--- src/rtl/player_move_ctrl.sv ---
// ----------------------------------------------------------------------------
// player_move_ctrl
//   Keypad-driven player sprite position controller. Moves the sprite once
//   per frame on startOfFrame. Position and speed are fixed point with
//   FRAC_BITS fractional bits. The speed ramps by ACCEL per frame up to
//   MAX_SPEED. The position saturates at MIN_X/MAX_X. With AUTO_MODE set the
//   sprite bounces between the borders on its own. A hit freezes the sprite
//   for FREEZE_FRAMES frames, then it respawns at the spawn point.
//
// Ports
//   clk          : system clock
//   reset        : asynchronous, active-high reset
//   startOfFrame : one-cycle pulse per frame; triggers the motion update
//   restart      : synchronous game restart (back to spawn, ACTIVE)
//   keyPad       : current key code
//   keyPadValid  : keyPad holds a valid code
//   keyIsPressed : a key is currently held
//   hit          : one-cycle pulse, player struck
//   topLeftX     : sprite X in integer pixels
//   topLeftY     : sprite Y in integer pixels (constant)
//   moving       : speed is non-zero and the sprite is ACTIVE
//   frozen       : sprite is frozen after a hit
// ----------------------------------------------------------------------------
module player_move_ctrl #(
    parameter int INITIAL_X     = 320,
    parameter int INITIAL_Y     = 450,
    parameter int MIN_X         = 0,
    parameter int MAX_X         = 607,
    parameter int FRAC_BITS     = 6,
    parameter int MAX_SPEED     = 128,
    parameter int ACCEL         = 16,
    parameter int AUTO_MODE     = 0,
    parameter int FREEZE_FRAMES = 30,
    parameter int KEY_LEFT      = 4,
    parameter int KEY_RIGHT     = 6
) (
    input  logic        clk,
    input  logic        reset,
    input  logic        startOfFrame,
    input  logic        restart,
    input  logic [3:0]  keyPad,
    input  logic        keyPadValid,
    input  logic        keyIsPressed,
    input  logic        hit,
    output logic [10:0] topLeftX,
    output logic [10:0] topLeftY,
    output logic        moving,
    output logic        frozen
);

    localparam int W     = 11 + FRAC_BITS + 2;
    localparam int CNT_W = $clog2(FREEZE_FRAMES + 1);

    typedef logic signed [W-1:0] fixT;

    localparam fixT  SPAWN_POS   = fixT'(INITIAL_X <<< FRAC_BITS);
    localparam fixT  MIN_POS     = fixT'(MIN_X <<< FRAC_BITS);
    localparam fixT  MAX_POS     = fixT'(MAX_X <<< FRAC_BITS);
    localparam fixT  POS_SPD     = fixT'(MAX_SPEED);
    localparam fixT  NEG_SPD     = fixT'(-MAX_SPEED);
    localparam fixT  ACC         = fixT'(ACCEL);
    localparam fixT  NEG_ACC     = fixT'(-ACCEL);
    localparam logic AUTO_ON     = (AUTO_MODE != 0);
    localparam fixT  RESET_SPEED = AUTO_ON ? POS_SPD : fixT'(0);
    localparam logic [CNT_W-1:0] FREEZE_LAST = CNT_W'(FREEZE_FRAMES);

    typedef enum logic [1:0] {ST_ACTIVE, ST_FROZEN, ST_RESPAWN} stateT;
    typedef enum logic [1:0] {DIR_NONE, DIR_LEFT, DIR_RIGHT} dirT;

    stateT            state;
    dirT              dir;
    fixT              posX;
    fixT              speed;
    logic [CNT_W-1:0] freezeCnt;

    fixT upSpeed;
    fixT downSpeed;
    fixT accelSpeed;
    fixT nextPos;
    fixT framePos;
    fixT frameSpeed;

    assign topLeftX = posX[FRAC_BITS +: 11];
    assign topLeftY = 11'(INITIAL_Y);

    // Direction follows the keypad every clk; unknown codes keep the last
    // direction so a stray code does not stop the player.
    // NOTE: clocked blocks use non-blocking assignments so every register
    // samples the pre-edge values of the others.
    always_ff @(posedge clk or posedge reset) begin
        if (reset) begin
            dir <= DIR_NONE;
        end else if (!keyIsPressed) begin
            dir <= DIR_NONE;
        end else if (keyPadValid && keyPad == 4'(KEY_LEFT)) begin
            dir <= DIR_LEFT;
        end else if (keyPadValid && keyPad == 4'(KEY_RIGHT)) begin
            dir <= DIR_RIGHT;
        end
    end

    // Result of one frame update in ACTIVE: new speed first, then position
    // with border saturation.
    // NOTE: every variable gets its default first so no path can infer a latch.
    always_comb begin
        upSpeed    = speed + ACC;
        downSpeed  = speed - ACC;
        accelSpeed = speed;
        if (!AUTO_ON) begin
            case (dir)
                DIR_RIGHT: accelSpeed = (upSpeed > POS_SPD) ? POS_SPD : upSpeed;
                DIR_LEFT:  accelSpeed = (downSpeed < NEG_SPD) ? NEG_SPD : downSpeed;
                default: begin
                    // Coast toward zero without overshooting it.
                    if (speed > ACC)
                        accelSpeed = downSpeed;
                    else if (speed < NEG_ACC)
                        accelSpeed = upSpeed;
                    else
                        accelSpeed = fixT'(0);
                end
            endcase
        end

        nextPos    = posX + accelSpeed;
        framePos   = nextPos;
        frameSpeed = accelSpeed;
        if (nextPos < MIN_POS) begin
            framePos   = MIN_POS;
            frameSpeed = AUTO_ON ? POS_SPD : fixT'(0);
        end else if (nextPos > MAX_POS) begin
            framePos   = MAX_POS;
            frameSpeed = AUTO_ON ? NEG_SPD : fixT'(0);
        end
    end

    // Game state machine. Priority: reset, restart, hit, startOfFrame.
    always_ff @(posedge clk or posedge reset) begin
        if (reset) begin
            state     <= ST_ACTIVE;
            posX      <= SPAWN_POS;
            speed     <= RESET_SPEED;
            freezeCnt <= '0;
            moving    <= AUTO_ON;
            frozen    <= 1'b0;
        end else if (restart) begin
            state     <= ST_ACTIVE;
            posX      <= SPAWN_POS;
            speed     <= RESET_SPEED;
            freezeCnt <= '0;
            moving    <= AUTO_ON;
            frozen    <= 1'b0;
        end else begin
            case (state)
                ST_ACTIVE: begin
                    if (hit) begin
                        state     <= ST_FROZEN;
                        speed     <= fixT'(0);
                        freezeCnt <= '0;
                        moving    <= 1'b0;
                        frozen    <= 1'b1;
                    end else if (startOfFrame) begin
                        posX   <= framePos;
                        speed  <= frameSpeed;
                        moving <= (frameSpeed != fixT'(0));
                    end
                end
                ST_FROZEN: begin
                    // Hits are ignored here, so a second hit cannot extend
                    // the freeze.
                    if (freezeCnt == FREEZE_LAST) begin
                        state  <= ST_RESPAWN;
                        frozen <= 1'b0;
                    end else if (startOfFrame) begin
                        freezeCnt <= freezeCnt + 1'b1;
                    end
                end
                ST_RESPAWN: begin
                    state  <= ST_ACTIVE;
                    posX   <= SPAWN_POS;
                    speed  <= RESET_SPEED;
                    moving <= AUTO_ON;
                end
                default: begin
                    state <= ST_ACTIVE;
                end
            endcase
        end
    end

endmodule

--- config.mk ---
export PLATFORM = sky130hd
export DESIGN_NAME = player_move_ctrl
export DESIGN_NICKNAME = d
export VERILOG_FILES = /design/src/rtl/player_move_ctrl.sv
export SDC_FILE = /design/constraint.sdc
export NUM_CORES = 1
export LEC_CHECK = 0
export ABC_AREA = 1
export ABC_CLOCK_PERIOD_IN_PS = 4700
export BUFFER_PORTS_ARGS = -buffer_cell sky130_fd_sc_hd__buf_4
export CORE_MARGIN = 8
export CORE_UTILIZATION = 50
export DETAILED_ROUTE_END_ITERATION = 12
export PLACE_DENSITY_LB_ADDON = 0.2
export SETUP_SLACK_MARGIN = 0.02
export SLEW_MARGIN = 0
export SYNTH_ARGS = -nofsm -noshare
export SYNTH_HDL_FRONTEND = slang
export SYNTH_SLANG_ARGS = --single-unit
--- constraint.sdc ---
create_clock -name clk -period 4.7 [get_ports clk]
set_input_delay 0.705 -clock clk [delete_from_list [all_inputs] [get_ports clk]]
set_output_delay 0.705 -clock clk [all_outputs]
set_load 0.01 [all_outputs]
==> results of run 1 <==
==> layout make-up <==
cell class | instances | area, µm²
flip-flops and latches | 48 | 1210
well taps | 136 | 170
clock buffers | 7 | 86.3
inverters | 105 | 412
clock inverters | 1 | 7.51
fillers | 762 | 2650
repair buffers | 187 | 1450
multi-input cells | 594 | 4160
==> worst paths after layout <==
path / depth (start not counted) / from / endpoint
max: 35 / speed[5] / moving
min: 2 / moving / moving
max reg2reg: 35 / speed[5] / moving
min reg2reg: 2 / moving / moving
max in group asynchronous: 2 / reset / speed[6]
min in group asynchronous: 2 / reset / posX[16]
==> critical path, delay by kind of cell, from the launching register on <==
kind / cells / cell delay [ps]
xor gates and xnor gates: 2 / 280
buffers and inverters: 3 / 310
DFF: 1 / 440
AOI/OAI and AO/OA: 3 / 240
adders and majority gates: 3 / 720
and+or+nand+nor: 24 / 2630
==> timing repair <==
item,in CTS,in global routing
gates resized for setup,61,145
endpoints found under the setup margin,36,36
pin swaps,22,75
gates cloned,0,0
setup buffers,9,26
==> stage by stage <==
stage / hold WS, ps / TNS [ps] / setup slack [ps] / utilization (%) / instance area [µm²]
after floorplan: 459 / 0 / 133 / - / 5140
after CTS: 503 / 0 / 20.1 / 65.5 / 6640
after global routing: 541 / -8480 / -374 / 73.8 / 7490
after global placement: 473 / -1940 / -357 / 61.1 / 6190
final: 505 / -87.7 / -52.1 / 73.8 / 7490
after detailed placement: 474 / -5660 / -438 / 61.1 / 6190
==> Yosys cell counts (all sizes together) (8+ instances only) <==
cell,n,area (µm²)
o21ai,40,200
a21oi,43,249
inv,103,392
dfrtp,46,1150
ha,28,350
xor2,22,200
nand2,206,831
buf,32,243
o32ai,8,70.1
nor2,94,412
nor3,18,106
nand3,64,335
nand4,14,87.6
==> flip-flops by register name, summed over array words and instances (netlist names) <==
register / flops
posX: 18
frozen: 1
moving: 1
state: 2
dir: 2
freezeCnt: 5
speed: 19
==> logic make-up (layout without fill, tap and decap cells) <==
family                   count (synthesis)  after routing  share of synthesized area [%]
AND/OR/NAND/NOR                        402            402                           35.5
other                                    2             11                          0.147
adder cells (fa/ha/maj)                 29             29                           7.26
flip-flops                              48             48                           23.6
buffers and inverters                  143            300                           13.1
AO/OA/AOI/OAI                          123            123                           15.3
XOR/XNOR                                29             29                           5.13
==> cells in the final DEF, fill, tap and decap left out, types with 7 or more instances in the layout <==
cell type,synthesis,routed
a21oi_1,34,24
a21oi_2,9,11
a21oi_4,0,8
a32o_1,7,7
buf_4,28,178
buf_6,2,8
conb_1,2,11
dfrtp_1,46,42
ha_1,28,12
ha_4,0,14
inv_1,96,89
inv_2,5,11
nand2_1,193,155
nand2_2,8,37
nand2_4,5,12
nand3_1,61,47
nand3_2,3,13
nand4_1,14,14
nor2_1,80,62
nor2_2,11,16
nor2_4,2,15
nor3_1,16,8
nor3_2,1,7
o21ai_0,32,25
o21ai_1,8,10
xor2_1,21,14
xor2_2,1,7
==> metal layers <==
metal | routed length [µm] | GRT usage (%)
met2 | 9690 | 47.5
met1 | 7380 | 30.5
met3 | 978 | 3.08
met4 | 1160 | 14.0
met5 | 0 | 0
==> out/qor.yml, run 1 <==
die_x_um: 117
clock.fmax_mhz: 210
slew_violations: 0
outcome: "finished, violations left"
worst-path-max-fanout: 8
ios: 35
port_buffers: 23
antenna_left: 0
cp.arrival_ps: 4970
drive_gt1_share_pct: 41.1
root_buffer: "clkbuf_8"
first_iter_violations: 508
critPathMaxStageDelay_ps: 440
finalCritPeriodShare_pct: 101
antenna_found_initial: 0
core_um2: 10100
insertion_delay_ps: 320
synth_area_um2: 5100
cts_tree: "yes"
max-cap-violations: 0
holdCritPathClass: "reg2reg"
syn_avg_cell_area_um2: 6.58
required_ps: 4920
place_hpwl_um: 13700
slowest_stage: "dfrtp_1"
start_util_pct: 50.3
area_delta_synth_final_pct: 46.7
cp_common_cell: "nand2_1"
cts_buffers: 5
critPathKind: "reg2reg"
synth_seq_cells: 48
worst_pin_slew_ps: 1110
syn_inst: 776
cts_sinks: 48
slew_headroom_pct: 26.2
synth_seq_area_share_pct: 23.6
grt_pass1_vias: 5719
synth_warnings: 0
cts.path.max_buffers: 2
firstDrtPassIters: 5
viasPerCell: 5.63
synthFlopType: "dfrtp_1"
place_congestion: 0.996
grt-ovfl-total: 0
routed_wl_um: 19200
critPathLaunchType: "register"
placed_cells: 1035
grt_pass1_wl_um: 28200
skew_ps: 9.89
finalCriticalPeriod_ps: 4750
grt_use_total_pct: 26.6
wl_per_cell_um: 17.8
grt_start_max_net_pins: 49
die_area_um2: 13700
final_cell_count_no_fill: 1078
drc: 0
rrSetupSlack_ps: -50
num_antenna_cells: 0
synth_edf_count: 0
row_count: 37
setup_viol_count_final: 5
setup_slack_ps: -52.1
end_kind: "register"
rsz0062_at_grt: "true"
vias: 6067
path_clk_slew_ps: 100
synth_cell_types: 52
timing_hold_violations_final: 0
final_nets: 981
async_flop_share_pct: 100
htree_levels: 2
die_y_um: 117
violations: "setup timing"
cts-hold-fix-buffers: 0
Power of run 1 is not shown: default switching activity piles up to over one toggle a cycle in this logic, so the estimate is an artifact.
==> run 2, diff against run 1 <==
--- a/config.mk
+++ b/config.mk
@@ -8,7 +8,7 @@
 export ABC_AREA = 1
 export ABC_CLOCK_PERIOD_IN_PS = 4700
 export BUFFER_PORTS_ARGS = -buffer_cell sky130_fd_sc_hd__buf_4
-export CORE_MARGIN = 8
+export CORE_MARGIN = 4
 export CORE_UTILIZATION = 50
 export DETAILED_ROUTE_END_ITERATION = 12
 export PLACE_DENSITY_LB_ADDON = 0.2
==> run 2 against run 1 <==
  * The run still ends with setup timing left
  * Via count increased by 1.2%
  * Die area decreased by 13%
  * Clock skew increased by 8.3 ps
==> out/qor.yml, run 2 (synthesis results as in run 1) <==
outcome: "finished, violations left"
violations: "setup timing"
final_cell_mix: "buf_4 (182), nand2_1 (150), inv_1 (88)"
skew_ps: 18.2
setup_slack_ps: -93.6
critPathLaunchType: "register"
rrSetupSlack_ps: -90
largest_reg_flops: 19
die_x_um: 109
finalCriticalPeriod_ps: 4790
cp_common_cell: "nand2_4"
drc: 0
grt_start_max_net_pins: 49
core_um2: 9860
drive_gt1_share_pct: 42.8
r2r_start: "speed[4]"
placed_cells: 1042
max-cap-violations: 0
antenna_left: 0
final-seq-area_um2: 1210
required_ps: 4950
cts_tree: "yes"
firstDrtPassIters: 5
end_kind: "register"
critPathKind: "reg2reg"
final_common_cell: "buf_4"
path_clk_slew_ps: 90
root_buffer: "clkbuf_8"
first_iter_violations: 456
row_count: 36
holdCritPathClass: "reg2reg"
vias: 6138
biggestRegsByFlops: "speed x19, posX x18, freezeCnt x5"
crit_buf_inv: 7
slew_headroom_pct: 29.3
antenna_found_initial: 0
cp.depth: 34
critPathMaxStageDelay_ps: 380
crit_family: "simple AND/OR/NAND/NOR gates"
ios: 35
wl_per_cell_um: 18.4
slowest_stage: "dfrtp_1"
grt_use_total_pct: 31.6
place_congestion: 1.03
worst-path-max-fanout: 7
multi_input_area_um2: 4180
viasPerCell: 5.69
top_register: "speed"
routed_wl_um: 19800
r2r.worst_path.cells: 34
start_util_pct: 51.7
grt_pass1_wl_um: 29000
rsz0062_at_grt: "true"
die_y_um: 109
r2r_end: "speed[10]"
insertion_delay_ps: 320
num_antenna_cells: 0
area_delta_synth_final_pct: 47.9
setup_viol_count_final: 15
timing_hold_violations_final: 0
slew_violations: 0
endpoint: "speed[10]"
final_cell_count_no_fill: 1079
port_buffers: 23
cts_sinks: 48
die_area_um2: 11900
final_nets: 985
cts_buffers: 5
htree_levels: 2
cp.arrival_ps: 5050
cts-hold-fix-buffers: 0
pre_cts_slack_ps: -384
finalCritPeriodShare_pct: 102
grt_pass1_vias: 5745
clock.fmax_mhz: 209
grt-ovfl-total: 0
n_fill_cell: 729
place_hpwl_um: 14100
critPathLaunch: "speed[4]"
cts.path.max_buffers: 2
worst_pin_slew_ps: 1060
[run 2: cell count changes in the layout (fill, tap and decap cells not counted), sizes merged]
cell	change
buf	+3
bufinv	+1
clkbuf	-2
clkinv	+2
clkinvlp	-1
nor2	+1
[run 2: repair_timing]
action	CTS	global route
gates resized for setup	82	131
pin swaps	20	74
gates cloned	1	0
setup buffers	10	19
endpoints found under the setup margin	36	36
[run 2: area by class of cell]
type,instances,area share (%)
clock buffers,5,0.912
inverters,105,5.49
well taps,133,2.20
repair buffers,190,19.3
flip-flops and latches,48,16.0
clock inverters,3,0.630
multi-input cells,595,55.4
[run 2: how the worst min path moves through the flow]
stage              from        to  slack, ps  cells after the start
6_report       posX[17]  posX[17]        520                      2
2_1_floorplan   posX[3]   posX[3]        460                      2
3_5_place_dp     moving    moving        490                      2
4_1_cts          moving    moving        520                      2
3_3_place_gp    posX[4]   posX[4]        480                      2
5_1_grt         posX[0]   posX[0]        550                      1
[run 2: layer usage]
layer	wire (µm)	vias up	global-route usage, %	part of all wire, %
met2	9970	306	55.4	50
li1	-	2851	-	-
met3	1280	82	3.49	6.4
met4	1240	0	17.4	6.3
met5	0	-	0	0
met1	7330	2899	37.6	37
[run 2: metrics by stage]
step / hold WS [ps] / TNS [ps] / util, % / instance area, µm²
final: 517 / -406 / 76.5 / 7550
after global routing: 548 / -8870 / 76.5 / 7550
after CTS: 517 / 0 / 69.0 / 6810
after detailed placement: 492 / -4750 / 63.4 / 6250
after global placement: 482 / -3170 / 63.4 / 6250
after floorplan: 459 / 0 / - / 5140
[run 2: worst min-delay path, delay by kind of cell (launching register included)]
kind	cells	cell delay (ps)
buffers and inverters	1	60
flip-flops	1	400
AND/OR/NAND/NOR	1	40
Power of run 2 is left out for the same reason.
